File: src/rtl/pc_fetch_unit.sv
// Program counter and fetch control feeding the instruction ROM of the single-cycle core.
// Chooses the next PC, qualifies the fetched word, traps on bad targets and counts retired instructions.
module pc_fetch_unit #(
    parameter logic [31:0] RESET_VECTOR = 32'h0000_0000,
    parameter int unsigned IMEM_BYTES   = 4096
) (
    input  logic        clk,
    input  logic        rst,
    input  logic        stall_i,
    input  logic [1:0]  pc_src_i,
    input  logic [31:0] branch_tgt_i,
    input  logic [31:0] jalr_tgt_i,
    input  logic [31:0] instr_i,
    output logic [31:0] pc_o,
    output logic [31:0] pc_plus4_o,
    output logic [31:0] instr_o,
    output logic        instr_valid_o,
    output logic        trap_o,
    output logic [1:0]  trap_cause_o,
    output logic [31:0] instret_o,
    output logic [1:0]  state_o
);

    localparam logic [1:0] ST_BOOT = 2'd0;
    localparam logic [1:0] ST_RUN  = 2'd1;
    localparam logic [1:0] ST_HALT = 2'd2;

    localparam logic [1:0] SRC_SEQ    = 2'b00;
    localparam logic [1:0] SRC_BRANCH = 2'b01;
    localparam logic [1:0] SRC_JALR   = 2'b10;

    localparam logic [1:0] CAUSE_NONE      = 2'b00;
    localparam logic [1:0] CAUSE_MISALIGN  = 2'b01;
    localparam logic [1:0] CAUSE_OUT_RANGE = 2'b10;

    localparam logic [31:0] NOP_INSTR  = 32'h0000_0013;
    localparam logic [31:0] IMEM_LIMIT = 32'(IMEM_BYTES);

    logic [1:0]  r_state;
    logic [31:0] r_pc;
    logic [31:0] r_instret;
    logic        r_trap;
    logic [1:0]  r_cause;

    logic [31:0] w_pc_plus4;
    logic [31:0] w_jalr_aligned;
    logic [31:0] w_next_pc;
    logic        w_misaligned;
    logic        w_out_range;
    logic        w_advance;
    logic        w_fault;
    logic [1:0]  w_fault_cause;

    assign w_pc_plus4     = r_pc + 32'd4;
    // JALR clears bit 0 of rs1+imm before use as a target.
    assign w_jalr_aligned = jalr_tgt_i & ~32'd1;

    always_comb begin
        w_next_pc = w_pc_plus4;
        case (pc_src_i)
            SRC_SEQ:    w_next_pc = w_pc_plus4;
            SRC_BRANCH: w_next_pc = branch_tgt_i;
            SRC_JALR:   w_next_pc = w_jalr_aligned;
            default:    w_next_pc = w_pc_plus4;
        endcase
    end

    assign w_misaligned = (w_next_pc[1:0] != 2'b00);
    assign w_out_range  = (w_next_pc >= IMEM_LIMIT);
    assign w_advance    = (r_state == ST_RUN) && !stall_i;
    assign w_fault      = w_advance && (w_misaligned || w_out_range);

    // Misalignment outranks range when a target is both.
    always_comb begin
        w_fault_cause = CAUSE_NONE;
        if (w_misaligned) begin
            w_fault_cause = CAUSE_MISALIGN;
        end else if (w_out_range) begin
            w_fault_cause = CAUSE_OUT_RANGE;
        end
    end

    always_ff @(posedge clk or negedge rst) begin
        if (!rst) begin
            r_state <= ST_BOOT;
        end else begin
            case (r_state)
                ST_BOOT: r_state <= ST_RUN;
                ST_RUN:  r_state <= w_fault ? ST_HALT : ST_RUN;
                ST_HALT: r_state <= ST_HALT;
                default: r_state <= ST_BOOT;
            endcase
        end
    end

    // A faulting instruction still retires, but the PC stays on it.
    always_ff @(posedge clk or negedge rst) begin
        if (!rst) begin
            r_pc      <= RESET_VECTOR;
            r_instret <= 32'd0;
        end else if (w_advance) begin
            r_instret <= r_instret + 32'd1;
            if (!w_fault) begin
                r_pc <= w_next_pc;
            end
        end
    end

    always_ff @(posedge clk or negedge rst) begin
        if (!rst) begin
            r_trap  <= 1'b0;
            r_cause <= CAUSE_NONE;
        end else if (w_fault && !r_trap) begin
            r_trap  <= 1'b1;
            r_cause <= w_fault_cause;
        end
    end

    assign pc_o          = r_pc;
    assign pc_plus4_o    = w_pc_plus4;
    assign instr_valid_o = w_advance;
    assign instr_o       = w_advance ? instr_i : NOP_INSTR;
    assign trap_o        = r_trap;
    assign trap_cause_o  = r_cause;
    assign instret_o     = r_instret;
    assign state_o       = r_state;

endmodule
File: config.mk
export PLATFORM = sky130hd
export DESIGN_NAME = pc_fetch_unit
export DESIGN_NICKNAME = d
export VERILOG_FILES = /design/src/rtl/pc_fetch_unit.sv
export SDC_FILE = /design/constraint.sdc
export NUM_CORES = 1
export LEC_CHECK = 0
export BUFFER_PORTS_ARGS = -buffer_cell sky130_fd_sc_hd__buf_2
export CAP_MARGIN = 15
export CORE_MARGIN = 8
export CORE_UTILIZATION = 49
export CTS_BUF_LIST = sky130_fd_sc_hd__clkbuf_2
export DETAILED_ROUTE_END_ITERATION = 8
export PLACE_DENSITY = 0.89
export SLEW_MARGIN = 0
export SYNTH_ARGS = -nofsm -noshare
export SYNTH_HDL_FRONTEND = slang
export SYNTH_SLANG_ARGS = --single-unit
File: constraint.sdc
create_clock -name clk -period 6.9 [get_ports clk]
set_input_delay 0.69 -clock clk [delete_from_list [all_inputs] [get_ports clk]]
set_output_delay 0.69 -clock clk [all_outputs]
set_load 0.02 [all_outputs]
==> impl_metrics.yaml, run 1 <==
layout:
  seq_area_um2: 1730
  syn_to_final_growth_pct: 33.5
  diodes: 0
  multi_input_area_um2: 2230
  layout_commonest_cell: "buf_2"
  drive_gt1_share_pct: 41.1
  fin_nets: 760
  stdcell_count: 765
  layout_common_cells: "buf_2, dfrtp_1, and2_1"
  num-fill-cells: 661
yosys:
  yosysTopAreaCell: "dfrtp_1"
  synthFlopType: "dfrtp_1"
  synth-async-reset-ratio_pct: 100
  synth.ff_latch_count: 69
  yosysSeqAreaShare_pct: 42.2
  synthCells: 428
  synth_compound_area_share_pct: 9.11
  synth_top_family_by_area: "simple AND/OR/NAND/NOR gates"
  syn-num-nets: 533
  synthAdderAreaFrac_pct: 1.22
  avgSynthCellArea_um2: 9.56
  synthMuxAreaShare_pct: 4.34
  synth_cell_types: 46
  ys_top_cells_by_area: "dfrtp_1, xnor2_1, and2_1, xor2_1, nand3_1"
  synth_top_area_share_pct: 42.2
  syn_area_um2: 4090
  synth-edff-count: 0
  synth-xor-area-share_pct: 12.8
  yosys_warnings: 0
  yosys.area_share.simple_pct: 26.8
power_and_ir_drop:
  finalPower_w: 0.000778
  clockPowerShare_pct: 38.1
  seq_power_share_pct: 52.1
  p_per_area_nw_per_um2: 142
  cellLeakagePower_nw: 3.06
  switchingPower_w: 0.000212
  internal_power_w: 0.000566
  ir_drop_uv: 95.0
  p_comb_share_pct: 9.8
  switching_share_pct: 27.2
worst_setup_path:
  crit_path_top_delay_cell: "ha_1"
  crit_fanout: 30
  critPathMaxStageDelay_ns: 0.86
  rrSetupSlack_ns: 3.66
  crit_top_cell: "inv_1"
  cp.arrival_ns: 4.05
  crit_path_start_kind: "primary input"
  cp-end-kind: "flip-flop"
  cp_cell_sequence: "buf_2 -> inv_1 -> ha_1 -> inv_1 -> or4_1 -> a221oi_1 -> and4_4 -> nand2_4 -> mux2_4"
  crit_type: "primary input to flip-flop"
  required_ns: 7.33
timing:
  relSlewSlack_pct: 41.0
  finalSetupViolCount: 0
  max_freq_mhz: 276
  rsz0062_at_grt: "false"
  setup_tns_ns: 0
  hold_violations: 0
  fin_skew_ns: 0.0357
  fin_crit_sh_pct: 52.5
  post-route-min-period_ns: 3.62
  slew_violations: 0
  worst_pin_slew_ns: 0.885
global_routing:
  grt_max_degree: 70
  grt.total_usage_pct: 23.6
  antenna_found_initial: 0
  overflow: 0
  grt_pass1_wl_mm: 21.6
  grt_pass1_vias: 4213
clock_network:
  cts_tree: "yes"
  htreeDepth: 3
  insertion_delay_ns: 0.54
  root_buffer: "clkbuf_2"
  numClockSinks: 69
  cts_buffer_depth: 2
  clkSlewWorstSetupHoldPaths_ns: 0.26
  cts_resized: 0
  hold_buffers: 0
  cts_buffers: 9
  post_cts_buffers: 0
placement:
  dpl.hpwl_mm: 11.3
  place.port_buffers: 233
  place_inst: 749
  place_congestion: 0.910
floorplan:
  die_w_um: 107
  rows: 33
  die_y_um: 107
  ios: 235
  start_util_pct: 50.1
  core_area_um2: 8180
  die_area_um2: 11500
route:
  vias: 4203
  drc: 0
  first_iter_violations: 185
  wl_mm: 14.2
  avgViaCountPerCell: 5.49
  drt_pass1_iterations: 5
  wl_per_cell_um: 18.5
  drtAntennaViolNets: 0
outcome:
  status: "completed"
run:
  max-cap-violations: 0
hold_path:
  hp-class: "primary input to async pin"
==> routing by layer <==
metal / vias up / part of all wire, % / track usage [%]
met5: - / 0 / 0
met4: 0 / 2.9 / 10.5
met3: 33 / 8.6 / 6.11
met2: 226 / 50 / 40.7
met1: 1991 / 38 / 26.9
li1: 1953 / - / -
==> synthesized netlist by cell type (5+ instances only) <==
| master | number |
|---|---|
| dfrtp_1 | 69 |
| and2_1 | 53 |
| xnor2_1 | 43 |
| nand2_1 | 34 |
| nand3_1 | 28 |
| nor2_1 | 26 |
| xor2_1 | 17 |
| nand4_1 | 14 |
| o21ai_0 | 13 |
| clkbuf_1 | 12 |
| inv_1 | 12 |
| a221oi_1 | 11 |
| and3_1 | 11 |
| mux2_4 | 9 |
| nor3_1 | 7 |
| a21oi_1 | 6 |
| o31ai_1 | 6 |
| a22oi_1 | 5 |
| nor4_1 | 5 |
==> sequential cells by signal, indices dropped and copies added (netlist names) <==
register,flops
instret_o,32
pc_o,32
trap_o,1
state_o,2
trap_cause_o,2
==> cells by family after synthesis <==
group	Yosys count
fa+ha+maj	4
flops	69
simple gates	199
xor+xnor	60
buf+inv	31
mux	13
compound gates	52
==> critical path, delay by kind of cell <==
family	cells	cell delay (ns)
AND/OR/NAND/NOR	3	1.16
adder cells (fa/ha/maj)	1	0.86
buffers and inverters	3	0.60
multiplexers	1	0.37
AO/OA/AOI/OAI	1	0.36
==> through the flow <==
step | cell area, um2 | worst slack (ns) | hold slack [ns] | utilization (%)
global route | 5460 | 3.18 | 0.339 | 66.8
detailed placement | 5310 | 2.80 | 0.451 | 65.0
floorplan | 4090 | 3.85 | 0.394 | -
global placement | 5310 | 2.84 | 0.452 | 65.0
finish | 5460 | 3.28 | 0.311 | 66.8
CTS | 5460 | 3.38 | 0.315 | 66.8
==> power by group through the flow <==
stage	combinational [W]	sequential (W)	clock [W]
after floorplan	0.0000320	0.000412	0
after global placement	0.0000737	0.000412	0
after detailed placement	0.0000759	0.000412	0
after CTS	0.0000761	0.000405	0.000300
after global routing	0.0000839	0.000405	0.000315
final	0.0000764	0.000405	0.000297
==> final timing paths <==
kind,depth (start not counted),end,startpoint
worst max register to register,9,pc_o[10]$_DFFE_PN0P_,pc_o[3]$_DFFE_PN0P_
worst max-delay path,9,pc_o[10]$_DFFE_PN0P_,pc_src_i[0]
worst min register to register,1,instret_o[31]$_DFFE_PN0P_,instret_o[31]$_DFFE_PN0P_
worst min-delay path,2,instret_o[19]$_DFFE_PN0P_,rst
max in group asynchronous,2,pc_o[29]$_DFFE_PN0P_,rst
min in group clk,1,instret_o[31]$_DFFE_PN0P_,instret_o[31]$_DFFE_PN0P_
==> final cells by class <==
| cell class | instances | share of cell area (%) |
|---|---|---|
| Clock inverter | 7 | 1.90 |
| Sequential cell | 69 | 31.6 |
| Inverter | 12 | 0.825 |
| Tap cell | 105 | 2.40 |
| Clock buffer | 9 | 0.825 |
| Timing Repair Buffer | 235 | 21.6 |
| Multi-Input combinational cell | 328 | 40.8 |
(Power assumes the default switching activity.)
==> run 2: changes to the inputs <==
--- a/config.mk
+++ b/config.mk
@@ -5,13 +5,14 @@
 export SDC_FILE = /design/constraint.sdc
 export NUM_CORES = 1
 export LEC_CHECK = 0
+export ABC_AREA = 1
 export BUFFER_PORTS_ARGS = -buffer_cell sky130_fd_sc_hd__buf_2
 export CAP_MARGIN = 15
 export CORE_MARGIN = 8
-export CORE_UTILIZATION = 49
+export CORE_UTILIZATION = 43
 export CTS_BUF_LIST = sky130_fd_sc_hd__clkbuf_2
 export DETAILED_ROUTE_END_ITERATION = 8
-export PLACE_DENSITY = 0.89
+export PLACE_DENSITY = 0.8
 export SLEW_MARGIN = 0
 export SYNTH_ARGS = -nofsm -noshare
 export SYNTH_HDL_FRONTEND = slang
==> constraint.sdc (replaced) <==
create_clock -name clk -period 3.29 [get_ports clk]
set_input_delay 0.329 -clock clk [delete_from_list [all_inputs] [get_ports clk]]
set_output_delay 0.329 -clock clk [all_outputs]
set_load 0.02 [all_outputs]
==> run 2 against run 1 <==
Effect of this change: via count up 29%; clock skew down 0.0072 ns; cell area up 14%; non-clock buffer count up 10; largest cell class unchanged.
==> impl_metrics.yaml, run 2 <==
global_routing:
  grt_max_degree: 42
  grt_pass1_vias: 5138
  grt.total_usage_pct: 22.3
  overflow: 0
  grt_pass1_wl_mm: 25.9
  antenna_found_initial: 3
layout:
  layout_commonest_cell: "buf_2"
  num-fill-cells: 1083
  syn_to_final_growth_pct: 30.3
  multi_input_area_um2: 2560
  drive_gt1_share_pct: 29.4
  layout_common_cells: "buf_2, nand2_1, nor2_1"
  seq_area_um2: 1730
  fin_nets: 1052
worst_setup_path:
  cp.buffers_inverters: 1
  cp-end-kind: "flip-flop"
  cp_cell_sequence: "ha_1 -> nand3_1 -> nor2_1 -> nand3_1 -> nand2_1 -> nand3_1 -> nand2_1 -> nand3_1 -> nor2_1 -> nand2_1 -> nor2_2 -> nand4_2 -> inv_2 -> nand2_1 -> nand2_1"
  required_ns: 3.74
  critPathMaxStageDelay_ns: 0.46
  crit_fanout: 30
  crit_family: "simple AND/OR/NAND/NOR gates"
  crit_top_cell: "nand2_1"
  cp.arrival_ns: 3.25
  crit_type: "flip-flop to flip-flop"
  crit_path_start_kind: "flip-flop"
  crit_path_top_delay_cell: "dfrtp_1"
placement:
  place_congestion: 0.947
  dpl.hpwl_mm: 13.9
  place.port_buffers: 233
route:
  first_iter_violations: 375
  wl_per_cell_um: 15.3
  drc: 0
  wl_mm: 16.7
  drt_pass1_iterations: 5
  avgViaCountPerCell: 4.97
  drtAntennaViolNets: 0
  vias: 5434
yosys:
  synth_top_family_by_area: "simple AND/OR/NAND/NOR gates"
  synth_compound_area_share_pct: 6.14
  synthFlopType: "dfrtp_1"
  synth-xor-area-share_pct: 6.80
  syn-num-nets: 819
  synth.ff_latch_count: 69
  yosys_warnings: 0
  synthAdderAreaFrac_pct: 1.05
  ys_top_cells_by_area: "dfrtp_1, nand2_1, nor2_1, inv_1, nand3_1"
  yosysSeqAreaShare_pct: 36.2
  synthCells: 714
  avgSynthCellArea_um2: 6.68
  synth-edff-count: 0
  post-synth-top-count-cell: "nand2_1"
  yosys.area_share.simple_pct: 39.5
  synth_top_area_share_pct: 36.2
  synth_cell_types: 36
  yosysTopAreaCell: "dfrtp_1"
  syn_area_um2: 4770
  synthMuxAreaShare_pct: 0.210
  netlist_top_cells_count: "nand2_1, nor2_1, inv_1"
  synth-async-reset-ratio_pct: 100
clock_network:
  insertion_delay_ns: 0.49
  clkSlewWorstSetupHoldPaths_ns: 0.21
  numClockSinks: 69
  root_buffer: "clkbuf_2"
  cts_tree: "yes"
  post_cts_buffers: 0
  htreeDepth: 3
  cts_buffer_depth: 2
  cts_buffers: 9
timing:
  rsz0062_at_grt: "false"
  post-route-min-period_ns: 2.80
  relSlewSlack_pct: 60.3
  hold_violations: 0
  worst_pin_slew_ns: 0.594
  setup_tns_ns: 0
  max_freq_mhz: 357
  fin_skew_ns: 0.0285
  fin_crit_sh_pct: 85.1
  slew_violations: 0
  finalSetupViolCount: 0
power_and_ir_drop:
  cellLeakagePower_nw: 3.69
  ir_drop_uv: 312
  finalPower_w: 0.00212
  p_per_area_nw_per_um2: 341
floorplan:
  ios: 235
  die_w_um: 121
  die_area_um2: 14700
  core_area_um2: 10800
  rows: 38
  die_y_um: 121
  start_util_pct: 44.0
run:
  max-cap-violations: 0
hold_path:
  hp-class: "primary input to flip-flop"
outcome:
  status: "completed"
[run 2: changes by cell type after synthesis, moves of 10 or more]
cell and change:
and3_1 -10, inv_1 +81, nand3_1 +29, nor2_1 +99, xnor2_1 -29, nand2_1 +180
and2_1 -52
[run 2: final timing paths]
kind                                       from                       end  depth (start not counted)  slack, ns
max                         pc_o[3]$_DFFE_PN0P_       pc_o[8]$_DFFE_PN0P_                         15       0.49
min                              jalr_tgt_i[11]      pc_o[11]$_DFFE_PN0P_                          5       0.16
max reg2reg                 pc_o[3]$_DFFE_PN0P_       pc_o[8]$_DFFE_PN0P_                         15       0.49
min reg2reg                state_o[1]$_DFF_PN0_      state_o[0]$_DFF_PN0_                          1       0.49
max in group asynchronous                   rst  instret_o[0]$_DFFE_PN0P_                          3       2.31
min in group asynchronous                   rst       pc_o[2]$_DFFE_PN0P_                          2       0.19
[run 2: cell type report]
cell class                 instances  area share, %
antenna                            3          0.121
clock buffer                       9          0.725
clock inverter                     6           1.27
inverter                          96           5.80
multi-input combinational        526           41.2
sequential                        69           27.8
tap                              140           2.82
timing repair buffer             245           20.3
[run 2: stage by stage]
step / area (um2) / hold slack (ns) / setup WS (ns) / utilization (%) / cells
after global placement: 6070 / 0.170 / 0.645 / 56.0 / 1075
after floorplan: 4770 / 0.0334 / 1.01 / - / 714
after CTS: 6200 / 0.127 / 0.529 / 57.2 / 1091
final: 6210 / 0.165 / 0.491 / 57.3 / 1094
after global routing: 6210 / 0.116 / 0.173 / 57.3 / 1093
after detailed placement: 6070 / 0.178 / 0.579 / 56.0 / 1075
[run 2: logic make-up after synthesis]
| kind of cell | Yosys count |
|---|---|
| compound gates | 38 |
| xor+xnor | 37 |
| fa+ha+maj | 4 |
| buf+inv | 119 |
| flops | 69 |
| mux | 1 |
| simple gates | 446 |
[run 2: power by group]
| group | total [W] | switching [W] | internal [W] |
|---|---|---|---|
| registers | 0.000932 | 0.0000440 | 0.000888 |
| clock network | 0.000553 | 0.000311 | 0.000242 |
| logic | 0.000635 | 0.000409 | 0.000226 |
[run 2: metal layers]
metal	track usage [%]	vias up	wire [um]
met1	26.5	2471	6980
li1	-	2716	-
met3	6.79	22	1350
met5	0	-	10
met2	37.5	223	8000
met4	7.56	2	405
[run 2: repair_timing]
| item | CTS | global route |
|---|---|---|
| endpoints found under the hold margin | 28 | 0 |
| resized for setup | 0 | 0 |
| setup endpoints to repair | 0 | 0 |
| hold buffers | 1 | 0 |
[run 2: worst register-to-register path, stage by stage (launching register included)]
cell	delay, ns
dfrtp_1	0.46
ha_1	0.29
nand3_1	0.20
nor2_1	0.25
nand3_1	0.10
nand2_1	0.09
nand3_1	0.12
nand2_1	0.09
nand3_1	0.07
nor2_1	0.09
nand2_1	0.07
nor2_2	0.13
nand4_2	0.11
inv_2	0.46
nand2_1	0.14
nand2_1	0.09
